$ cat config.mk
export PLATFORM = sky130hd
export DESIGN_NAME = piso_shift_ctrl
export DESIGN_NICKNAME = d
export VERILOG_FILES = /design/src/rtl/piso_shift_ctrl.sv
export SDC_FILE = /design/constraint.sdc
export NUM_CORES = 1
export LEC_CHECK = 0
export ABC_AREA = 1
export BUFFER_PORTS_ARGS = -buffer_cell sky130_fd_sc_hd__clkbuf_2
export CAP_MARGIN = 20
export CORE_UTILIZATION = 30
export DETAILED_ROUTE_END_ITERATION = 8
export SLEW_MARGIN = 20
export SYNTH_ARGS = -nofsm -noshare
export SYNTH_HDL_FRONTEND = slang
export SYNTH_SLANG_ARGS = --single-unit
$ cat constraint.sdc
create_clock -name clk -period 3 [get_ports clk]
set_clock_uncertainty 0.1 [all_clocks]
set_input_delay 0.3 -clock clk [delete_from_list [all_inputs] [get_ports clk]]
set_output_delay 0.3 -clock clk [all_outputs]
set_load 0.1 [all_outputs]
$ cat src/rtl/piso_shift_ctrl.sv
// piso_shift_ctrl
//   Parallel-in / serial-out shifter with valid/ready handshakes on both sides.
//   A frame of 1..DATA_WIDTH bits is captured on a load and sent one bit per
//   accepted transfer, either LSB-first or MSB-first.
//
// Ports
//   clk         : single clock, rising edge
//   reset       : synchronous, active-high reset
//   din         : parallel frame, bit 0 is the LSB
//   din_len     : number of bits to send (0 or > DATA_WIDTH means DATA_WIDTH)
//   msb_first   : 1 = din[len-1] first, 0 = din[0] first (sampled at load)
//   din_valid   : load request
//   din_ready   : load can be accepted this cycle
//   dout        : current serial bit
//   dout_valid  : dout carries a frame bit
//   dout_last   : dout is the final bit of the frame
//   dout_ready  : sink consumes dout this cycle
//
// State table
//   state | meaning
//   IDLE  | no frame held, waiting for a load
//   SHIFT | frame held, one or more bits remaining, shreg_q[0] is on dout

module piso_shift_ctrl #(
  parameter int DATA_WIDTH = 16,
  parameter int LEN_WIDTH  = $clog2(DATA_WIDTH + 1)
) (
  input  logic                  clk,
  input  logic                  reset,
  input  logic [DATA_WIDTH-1:0] din,
  input  logic [LEN_WIDTH-1:0]  din_len,
  input  logic                  msb_first,
  input  logic                  din_valid,
  output logic                  din_ready,
  output logic                  dout,
  output logic                  dout_valid,
  output logic                  dout_last,
  input  logic                  dout_ready
);

  typedef enum logic {
    IDLE  = 1'b0,
    SHIFT = 1'b1
  } state_t;

  localparam logic [LEN_WIDTH-1:0] FULL_LEN = LEN_WIDTH'(DATA_WIDTH);
  localparam logic [LEN_WIDTH-1:0] ONE      = LEN_WIDTH'(1);
  localparam logic [LEN_WIDTH-1:0] TWO      = LEN_WIDTH'(2);

  state_t                state_q, state_d;
  logic [DATA_WIDTH-1:0] shreg_q, shreg_d;
  logic [LEN_WIDTH-1:0]  cnt_q, cnt_d;
  logic                  last_q, last_d;

  logic [LEN_WIDTH-1:0]  len_eff;
  logic [DATA_WIDTH-1:0] din_rev;
  logic [DATA_WIDTH-1:0] frame;
  logic                  xfer;
  logic                  load;

  assign len_eff = ((din_len == '0) || (din_len > FULL_LEN)) ? FULL_LEN : din_len;

  always_comb begin
    din_rev = '0;
    for (int i = 0; i < DATA_WIDTH; i++) begin
      din_rev[i] = din[DATA_WIDTH-1-i];
    end
  end

  // The frame is stored so the next bit to send is always at bit 0 and the
  // unused upper bits are zero. For MSB-first the fully reversed word is
  // shifted down so din[len-1] lands at bit 0 and din[0] at bit len-1.
  // For LSB-first the bits above len-1 are masked off (a shift by
  // DATA_WIDTH yields a zero, i.e. an all-ones mask).
  assign frame = msb_first ? (din_rev >> (FULL_LEN - len_eff))
                           : (din & ~({DATA_WIDTH{1'b1}} << len_eff));

  assign dout       = shreg_q[0];
  assign dout_valid = (state_q == SHIFT);
  assign dout_last  = last_q;

  assign xfer      = dout_valid && dout_ready;
  assign din_ready = !reset && ((state_q == IDLE) || (dout_valid && last_q && dout_ready));
  assign load      = din_valid && din_ready;

  always_ff @(posedge clk) begin
    if (reset) begin
      state_q <= IDLE;
      shreg_q <= '0;
      cnt_q   <= '0;
      last_q  <= 1'b0;
    end else begin
      state_q <= state_d;
      shreg_q <= shreg_d;
      cnt_q   <= cnt_d;
      last_q  <= last_d;
    end
  end

  // A load is only possible in IDLE or on the last-bit transfer, so giving
  // it priority over the transfer gives back-to-back frames with no gap.
  always_comb begin
    state_d = state_q;
    shreg_d = shreg_q;
    cnt_d   = cnt_q;
    last_d  = last_q;
    if (load) begin
      state_d = SHIFT;
      shreg_d = frame;
      cnt_d   = len_eff;
      last_d  = (len_eff == ONE);
    end else if (xfer) begin
      if (cnt_q == ONE) begin
        state_d = IDLE;
        shreg_d = '0;
        cnt_d   = '0;
        last_d  = 1'b0;
      end else begin
        shreg_d = shreg_q >> 1;
        cnt_d   = cnt_q - ONE;
        last_d  = (cnt_q == TWO);
      end
    end
  end

endmodule

Word level (Yosys, flattened, before mapping)
Cells that the tools add are included.

$add $sub $neg: 2. Multipliers: 0. Div/mod/pow operators: 0. Magnitude comparators: 1. Equal/unequal tests: 3. Shift-type cells: 2. Multiplexer cells: 14. Bitwise logic cells: 3. Reductions and logical operators: 12.

Operator list (number): 16-bit 2-to-1 mux (3); 5-bit 2-to-1 mux (4); 16-bit AND (1); 16-bit inverter (1); 16-bit by 5-bit left shift with 16-bit output (first input constant) (1); 16-bit by 5-bit right shift with 16-bit output (1); 15-bit 2-to-1 mux (1); 5-bit by 1-bit == test with 1-bit output (second input constant) (2); 1-bit 2-to-1 mux (6); 5-bit by 2-bit == test with 1-bit output (second input constant) (1); 5-bit greater-than comparator (second input constant) (1); 1-bit logical AND (5); 5-bit zero test (1); 5-bit by 1-bit subtractor with 5-bit output (second input constant) (1); 5-bit subtractor (first input constant) (1); 2-bit nonzero test (2); 1-bit logical OR (2); 2-bit AND reduction (1); 1-bit zero test (1); 1-bit inverter (1).

Flip-flop bits (word level): 23. Bits in latches: 0. RAM bits: 0. ROM bits: 0. Input bits: 26. Output and inout port bits: 4. Word-level logic and storage cells: 41. Memories kept: 0.

Longest topological paths before layout
Gate-level depths: netlist of run 1.

Depth after elaboration: 8. Gate-level depth with buffers: 18. Mapped depth without buffers: 15.

Worst setup path before layout of run 1
No wires, ideal clock.

Kind: register to register. Start: register last_q, in the netlist dout_last. End: register shreg_q[10]. Library setup time: 0.128 ns. Arrival: 2.640 ns. Data required time: 2.772 ns. Slack: 0.133 ns. Stages on the path, launching flop included: 11. Path buffers: 1. Clock period less this slack: 2.867 ns. Cells stage by stage: dfxtp_1 -> nand2_1 -> nand2_1 -> nand2_1 -> inv_1 -> nand2_2 -> nand4_1 -> buf_2 -> o22ai_1 -> a21oi_1 -> nor2_1.

Cells in the longest elaborated chain, start to end: 6. Elaborated cells between the ends (all ways): 7. Those cells by class: 1 x mux; 6 x reduce/logical.

Ends and longest elaborated chain: start, declared (RTL line 53) `logic last_q, last_d;`; start signal, assigned (RTL line 96) `last_q <= last_d;`; 1-bit logical AND * (2 in a row) (RTL line 83) `assign din_ready = !reset && ((state_q == IDLE) || (dout_valid && last_q && dout_ready));`; 1-bit logical OR * (RTL line 83); 1-bit logical AND * (RTL line 83); via din_ready (RTL line 34) `output logic din_ready,`; 1-bit logical AND * (RTL line 84) `assign load = din_valid && din_ready;`; 16-bit 2-to-1 mux / 2-bit nonzero test (equally long branches); end signal, assigned (RTL line 94) `shreg_q <= shreg_d;`; end, declared (RTL line 51) `logic [DATA_WIDTH-1:0] shreg_q, shreg_d;`.

The timed path passes the listed nets; every way through them passes the cells marked *. A chain may end at the register's enable or synchronous reset.

Final worst setup path of run 1
Start: input din_len[1]. End: register shreg_q[1].

Cells in the longest elaborated chain, start to end: 8. Elaborated cells between the ends (all ways): 11. Those cells by class: 1 x add/sub; 1 x order compare; 2 x shift; 3 x mux; 2 x bitwise; 2 x reduce/logical.

Ends and longest elaborated chain: start, declared (RTL line 31) `input logic [LEN_WIDTH-1:0] din_len,`; 5-bit greater-than comparator / 5-bit zero test (equally long branches) (RTL line 61) `assign len_eff = ((din_len == '0) || (din_len > FULL_LEN)) ? FULL_LEN : din_len;`; 1-bit logical OR (RTL line 61); 5-bit 2-to-1 mux * (RTL line 61); branches (longest 3 deep; another with 5-bit subtractor); 16-bit 2-to-1 mux * (RTL line 75) `assign frame = msb_first ? (din_rev >> (FULL_LEN - len_eff))`; 16-bit 2-to-1 mux * (RTL line 107) `if (load) begin`.

Mark *: on every way between the ends.

==> flow_summary.toml, run 1 <==
[clock_tree]
cts_tree = "done"
cts_setup_buffers = 0
clk_root_buffer_cell = "clkbuf_8"
h-tree-depth = 1
clkTransAtPathRegs_ns = 0.08
ctsHoldBuffers = 0
cts_buffers = 3
cts_resized = 0
clock_path_buffers = 2
clk-insertion-delay-late_ns = 0.27
clock-sinks = 23

[logic_synthesis]
synth.avg_cell_area_um2 = 5.61
ys_seq_area_share_pct = 20.5
syn-cell-area_um2 = 2250
synthCells = 401
yosys_warnings = 0
synth_common_cells = "113 x nand2_1, 78 x nand3_1, 56 x inv_1, 23 x dfxtp_1, 23 x nor2_1"
netlist.area_leader.share_pct = 20.5
synth_most_common_cell = "nand2_1"
yosys.area.top_type = "dfxtp_1"
syn_nets = 436
synthTopCellsByArea = "dfxtp_1 20%, nand2_1 19%, nand3_1 17%"
async_reset_ff_share_pct = 0
yosys_register_bits = 23
synth_cell_types = 28
synth_edf_count = 0
synth_ff_type = "dfxtp_1"

[critical_path]
worst-r2r-cell-count = 10
r2r_start = "dout_last"
critPathMostFrequentCell = "nand2_1"
cp_top_family = "simple AND/OR/NAND/NOR gates"
worst_r2r_endpoint = "dout_last"
slowest_stage = "ha_1"
r2r_slack_ns = 1.14
critPathLaunchType = "input port"
max_stage_delay_ns = 0.33
worstSetupStartpoint = "din_len[1]"
crit_fanout = 15
critPathKind = "input port to register"
worst-path-buf-inv = 3
crit_chain = "clkbuf_2, nor2_1, nand3_1, ha_1, inv_2, nand2_1, ha_1, ha_1, inv_1, nand3_1, nand2_1, nand2_1, nand3_1, nand2_1, a21oi_1"
required_ns = 3.10
cp.arrival_ns = 2.81
end_kind = "register"

[placement]
io_buffers = 29
dp_cells = 523
hpwlAfterDp_um = 5570
gp_congestion = 0.960
placed_area_um2 = 2510

[global_routing]
grt_pass1_vias = 2358
grt_pass1_wl_um = 11300
grt_use_total_pct = 18.8
grt.overflow.total = 0
antenna_found_initial = 0
grt_max_degree = 23

[die]
fp.dieH_um = 88.6
die_x_um = 88.6
row_count = 31
design.die.area_um2 = 7850
initial_core_util_pct = 31.0
coreArea_um2 = 7250
pin_count = 30

[routing]
avgViaCountPerCell = 5.03
post_drt_wl_per_cell_um = 13.1
postRouteAntennaNets = 0
routed_wl_um = 6930
drc = 0
vias = 2650
drtIter0Drc = 145
firstDrtPassIters = 5

[hold_path]
hold_path.class = "input port to register"
min_path_cells = 4
hp-start = "reset"
holdPathEnd = "dout_last"

[layout]
fin_cells = 527
nNetsFinal = 464
fin_util_pct = 35.3
drive_gt1_share_pct = 12.4
diodes = 0
syn_to_final_growth_pct = 13.6
fin_area_um2 = 2560

[job]
cap_violations = 0

[timing]
finalHoldViolCount = 0
timing.hold.ws_ns = 0.205
max_freq_mhz = 368
timing.final.crit_share_pct = 90.5
setup_viol = 0
slew_viol_final = 0
fin_tns_setup_ns = 0
period_needed_ns = 2.72
worstMarginPinSlew_ns = 0.572
rsz0062_at_grt = "false"
maxSlewHeadroom_pct = 61.8

[power]
power_density_nw_per_um2 = 381
p_leak_nw = 1.25
max-vdd-ir-drop_uv = 141

[status]
status = "complete, no violations"
==> power breakdown <==
part / leakage (nW) / switching (W) / internal, W
Combinational: 1.04 / 0.000306 / 0.000143
Clock: 0.0228 / 0.0000962 / 0.0000949
Sequential: 0.187 / 0.0000105 / 0.000323
==> metal layers <==
layer	global-route usage (%)	wire length [um]
met1	26.6	3250
met2	28.9	2940
met3	1.40	480
met4	9.09	249
met5	0	0
==> worst min-delay path: cells and delay by family <==
kind,cells,cell delay (ns)
buffers and inverters,3,0.18
AO/OA/AOI/OAI,1,0.06
==> flip-flops by register name, indices dropped and copies added, names as in the netlist <==
signal	flops
cnt_q	5
dout_last	1
dout_valid	1
shreg_q	16
==> worst max-delay path by stage <==
stage                       end  slack (ns)  cells past startpoint
floorplan           shreg_q[10]        0.13                     10
global placement     shreg_q[1]         0.1                     15
detailed placement   shreg_q[6]        0.04                     15
CTS                  shreg_q[7]        0.31                     16
global route         shreg_q[2]        0.02                     15
finish               shreg_q[1]        0.28                     15
==> per-stage QoR <==
step	worst slack [ns]	power [W]
2_1_floorplan	0.133	0.000664
3_3_place_gp	0.0975	0.000789
3_5_place_dp	0.0427	0.000783
4_1_cts	0.314	0.000971
5_1_grt	0.0229	0.00105
6_report	0.284	0.000975
==> cells in the final DEF (no fill, tap or decap), types with 4 or more instances in the layout <==
master	synthesis	routed
nand2_1	113	113
a21oi_1	22	22
inv_1	56	56
clkbuf_2	0	29
buf_4	1	12
o22ai_1	15	15
o21ai_0	16	16
dfxtp_1	23	23
nor3_1	4	4
nand3_1	78	78
ha_1	9	9
nor2_1	23	23
==> cell families (layout without fill, tap and decap cells) <==
group	Yosys count	after routing	synth area share, %
simple gates	227	227	43.7
buf+inv	76	103	14.0
compound gates	64	64	16.0
flops	23	23	20.5
fa+ha+maj	9	9	5.00
xor+xnor	2	2	0.778
==> final cells by class <==
class | count | area (um^2)
Multi-Input combinational cell | 302 | 1480
Inverter | 58 | 218
Sequential cell | 23 | 460
Clock buffer | 4 | 45.0
Fill cell | 828 | 4700
Tap cell | 99 | 124
Timing Repair Buffer | 41 | 235
Power figures use the tool's default switching activity.
==> inputs of run 2 (changes only) <==
--- a/config.mk
+++ b/config.mk
@@ -10,6 +10,7 @@
 export CAP_MARGIN = 20
 export CORE_UTILIZATION = 30
 export DETAILED_ROUTE_END_ITERATION = 8
+export RECOVER_POWER = 100
 export SLEW_MARGIN = 20
 export SYNTH_ARGS = -nofsm -noshare
 export SYNTH_HDL_FRONTEND = slang
==> flow_summary.toml, run 2 (synthesis results as in run 1) <==
[clock_tree]
h-tree-depth = 1
cts_tree = "done"
cts_resized = 0
ctsHoldBuffers = 0
clock_path_buffers = 2
cts_setup_buffers = 0
clock-sinks = 23
cts_buffers = 3
clk_root_buffer_cell = "clkbuf_8"
clkTransAtPathRegs_ns = 0.08
clk-insertion-delay-late_ns = 0.27

[routing]
vias = 2637
firstDrtPassIters = 4
drc = 0
routed_wl_um = 6900
post_drt_wl_per_cell_um = 13.1
avgViaCountPerCell = 5.00
postRouteAntennaNets = 0
drtIter0Drc = 147

[critical_path]
worst-path-buf-inv = 3
cp_top_family = "simple AND/OR/NAND/NOR gates"
cp.arrival_ns = 2.86
end_kind = "register"
max_stage_delay_ns = 0.33
slowest_stage = "ha_1"
critPathLaunchType = "input port"
crit_fanout = 14
crit_chain = "clkbuf_2, nor2_1, nand3_1, ha_1, inv_2, nand2_1, ha_1, ha_1, clkbuf_2, nor3_1, nor2_1, nor2_1, nand2_1, nand2_1, a21oi_1, nor2_1"
required_ns = 3.10
critPathKind = "input port to register"
critPathMostFrequentCell = "nor2_1"

[die]
row_count = 31
pin_count = 30
initial_core_util_pct = 31.0
design.die.area_um2 = 7850
die_x_um = 88.6
fp.dieH_um = 88.6
coreArea_um2 = 7250

[timing]
maxSlewHeadroom_pct = 21.9
setup_viol = 0
period_needed_ns = 2.76
rsz0062_at_grt = "false"
worstMarginPinSlew_ns = 1.18
timing.final.crit_share_pct = 91.9
fin_tns_setup_ns = 0
finalHoldViolCount = 0
slew_viol_final = 0
max_freq_mhz = 363

[placement]
gp_congestion = 0.960
io_buffers = 29
hpwlAfterDp_um = 5570

[layout]
fillers = 832
largest_reg_flops = 16
reg_top3 = "shreg_q (16), cnt_q (5)"
drive_gt1_share_pct = 11.2
diodes = 0
regMostFlops = "shreg_q"
layout_common_cells = "114 x nand2_1, 78 x nand3_1, 56 x inv_1, 26 x clkbuf_2"
syn_to_final_growth_pct = 13.2
nNetsFinal = 464
layout_commonest_cell = "nand2_1"
fin_util_pct = 35.1

[power]
clkPwrFrac_pct = 19.7
pwr-share-comb_pct = 45.9
power_density_nw_per_um2 = 381
p_leak_nw = 1.24
internal_power_w = 0.000559
p_seq_share_pct = 34.4
max-vdd-ir-drop_uv = 140
power.switching_w = 0.000411
switching_share_pct = 42.4

[job]
cap_violations = 0

[global_routing]
grt_pass1_wl_um = 11300
grt_pass1_vias = 2358
antenna_found_initial = 0
grt.overflow.total = 0
grt_use_total_pct = 18.8
grt_max_degree = 23

[hold_path]
hold_path.class = "input port to register"

[status]
status = "complete, no violations"
run 2: changes by cell type in the layout (fill, tap and decap cells not counted):
cell and change:
nand2_2 -1, o21ai_0 +3, nand2_1 +1, clkbuf_1 +4, o21ai_1 -3, buf_4 -1, clkbuf_2 -3
run 2: final timing paths:
check | from | endpoint | slack (ns) | cells after the start
worst max register to register | dout_last | dout_last | 1.08 | 10
worst min-delay path | reset | dout_last | 0.20 | 4
worst min register to register | shreg_q[15] | shreg_q[15] | 0.37 | 2
worst max-delay path | din_len[1] | shreg_q[7] | 0.24 | 16
run 2: final cells by class:
cell class / instances / area, um^2 / share of cell area [%]
clock buffer: 4 / 45.0 / 1.77
multi-input combinational: 302 / 1470 / 57.8
inverter: 58 / 218 / 8.55
timing repair buffer: 41 / 228 / 8.94
tap: 99 / 124 / 4.86
sequential: 23 / 460 / 18.1
run 2: power by group through the flow:
stage          sequential [W]  clock, W  combinational, W
2_1_floorplan        0.000354         0          0.000310
3_3_place_gp         0.000342         0          0.000447
3_5_place_dp         0.000341         0          0.000442
4_1_cts              0.000334  0.000194          0.000443
5_1_grt              0.000337  0.000210          0.000495
6_report             0.000334  0.000191          0.000445
run 2: worst reg2reg max path, stage by stage (launching register included):
cell and delay (ns):
dfxtp_1 0.37, nand2_1 0.06, nand2_1 0.05, nand2_1 0.04, inv_1 0.06, nand2_1 0.16, inv_1 0.48, nand2_1 0.12
o21ai_0 0.27, o21ai_0 0.12, inv_1 0.05
run 2: metal layers:
metal  up-vias  global-route usage (%)  wire, um
li1       1368                       -         -
met1      1154                    26.6      3270
met2        98                    28.9      2920
met3        17                    1.40       461
met4         0                    9.09       248
met5         -                       0         0
run 2: through the flow:
stage | std cells | worst slack, ns | hold WS, ns | cell area, um^2 | total power, W
finish | 527 | 0.242 | 0.205 | 2550 | 0.000970
global route | 527 | 0.0212 | 0.250 | 2550 | 0.00104
CTS | 527 | 0.314 | 0.202 | 2560 | 0.000971
detailed placement | 523 | 0.0427 | 0.365 | 2510 | 0.000783
global placement | 523 | 0.0975 | 0.356 | 2510 | 0.000789
floorplan | 401 | 0.133 | 0.269 | 2250 | 0.000664
==> inputs of run 3 (changes only) <==
--- a/config.mk
+++ b/config.mk
@@ -8,8 +8,11 @@
 export ABC_AREA = 1
 export BUFFER_PORTS_ARGS = -buffer_cell sky130_fd_sc_hd__clkbuf_2
 export CAP_MARGIN = 20
+export CORE_MARGIN = 5
 export CORE_UTILIZATION = 30
+export CTS_CLUSTER_DIAMETER = 60
 export DETAILED_ROUTE_END_ITERATION = 8
+export PLACE_DENSITY = 0.49
 export RECOVER_POWER = 100
 export SLEW_MARGIN = 20
 export SYNTH_ARGS = -nofsm -noshare
==> flow_summary.toml, run 3 (synthesis results as in run 1) <==
[clock_tree]
clk-insertion-delay-late_ns = 0.26
clock-sinks = 23
cts_tree = "done"
cts_buffers = 3
cts_resized = 0
clock_path_buffers = 2
clk_root_buffer_cell = "clkbuf_8"
ctsHoldBuffers = 0
h-tree-depth = 1
clkTransAtPathRegs_ns = 0.08
cts_setup_buffers = 0

[timing]
max_freq_mhz = 370
rsz0062_at_grt = "false"
maxSlewHeadroom_pct = 22.7
fin_tns_setup_ns = 0
slew_viol_final = 0
setup_viol = 0
finalHoldViolCount = 0
worstMarginPinSlew_ns = 1.16
timing.final.crit_share_pct = 90.1
period_needed_ns = 2.70
timing.hold.ws_ns = 0.216

[hold_path]
min_path_cells = 4
hp-start = "reset"
holdPathEnd = "dout_last"
hold_path.class = "input port to register"

[die]
row_count = 31
fp.dieH_um = 96.6
initial_core_util_pct = 30.9
coreArea_um2 = 7290
pin_count = 30
design.die.area_um2 = 9340
die_x_um = 96.6

[placement]
placed_area_um2 = 2540
hpwlAfterDp_um = 5860
io_buffers = 29
gp_congestion = 0.967
dp_cells = 525

[routing]
post_drt_wl_per_cell_um = 14.1
postRouteAntennaNets = 0
vias = 2694
avgViaCountPerCell = 5.09
routed_wl_um = 7430
drc = 0
firstDrtPassIters = 6
drtIter0Drc = 215

[global_routing]
antenna_found_initial = 0
grt.overflow.total = 0
grt_max_degree = 23
grt_use_total_pct = 15.5
grt_pass1_vias = 2537
grt_pass1_wl_um = 12100

[layout]
regMostFlops = "shreg_q"
regArea_um2 = 460
layout_common_cells = "115 x nand2_1, 78 x nand3_1, 56 x inv_1, 24 x clkbuf_2"
layout_commonest_cell = "nand2_1"
diodes = 0
fin_util_pct = 35.1
fillers = 889
reg_top3 = "shreg_q (16), cnt_q (5)"
syn_to_final_growth_pct = 13.8
drive_gt1_share_pct = 10.5
fin_area_um2 = 2560
fin_cells = 529
nNetsFinal = 466
largest_reg_flops = 16
multi_input_area_um2 = 1470

[critical_path]
critPathKind = "input port to register"
worst_r2r_endpoint = "cnt_q[4]"
crit_fanout = 14
r2r_slack_ns = 0.86
cp.arrival_ns = 2.81
r2r_start = "dout_last"
worst-r2r-cell-count = 10
required_ns = 3.10
end_kind = "register"
critPathLaunchType = "input port"

[power]
pwr-share-comb_pct = 46.8
max-vdd-ir-drop_uv = 160
p_leak_nw = 1.24
power.switching_w = 0.000421
power_density_nw_per_um2 = 386
p_seq_share_pct = 33.8
switching_share_pct = 42.5
clkPwrFrac_pct = 19.4
internal_power_w = 0.000568

[job]
cap_violations = 0

[status]
status = "complete, no violations"
[run 3: cell types whose count changed in the layout (fill, tap and decap cells not counted), sizes merged]
cell / change
clkbuf: +2
[run 3: worst max-delay path by stage]
stage	startpoint	end	slack [ns]	depth (start not counted)
after CTS	din_len[1]	shreg_q[7]	0.33	16
after floorplan	dout_last	shreg_q[10]	0.13	10
after global placement	din_len[1]	shreg_q[7]	0.04	16
after detailed placement	din_len[1]	shreg_q[7]	0.07	16
after global routing	din_len[1]	shreg_q[7]	0.05	16
final	din_len[1]	shreg_q[7]	0.30	16
[run 3: critical path: stages]
cell and delay (ns):
clkbuf_1 0.12, nor2_1 0.15, nand3_1 0.12, ha_1 0.34, inv_2 0.12, nand2_1 0.10, ha_1 0.26, ha_1 0.31
buf_4 0.20, nor3_1 0.32, nor2_1 0.09, nor2_1 0.10, nand2_1 0.06, nand2_1 0.05, a21oi_1 0.05, nor2_1 0.10
[run 3: power groups by stage]
stage	clock (W)	sequential [W]	combinational, W
floorplan	0	0.000354	0.000310
global placement	0	0.000342	0.000466
detailed placement	0	0.000341	0.000460
CTS	0.000201	0.000334	0.000462
global route	0.000213	0.000337	0.000517
finish	0.000192	0.000334	0.000463
[run 3: layer usage]
layer / vias up / wire length (um) / global-route usage (%)
li1: 1374 / - / -
met1: 1207 / 3500 / 21.6
met2: 97 / 3250 / 23.9
met3: 16 / 529 / 3.31
met4: 0 / 150 / 4.54
met5: - / 0 / 0
[run 3: final cells by class]
type | count | area share (%)
repair buffers | 43 | 9.57
multi-input cells | 302 | 57.4
well taps | 99 | 4.83
flip-flops and latches | 23 | 18.0
clock buffers | 4 | 1.76
inverters | 58 | 8.50
[run 3: per-stage QoR]
stage | power (W) | setup WS, ns
after floorplan | 0.000664 | 0.133
after global placement | 0.000807 | 0.0404
after detailed placement | 0.000801 | 0.0728
after CTS | 0.000998 | 0.332
after global routing | 0.00107 | 0.0472
final | 0.000989 | 0.296
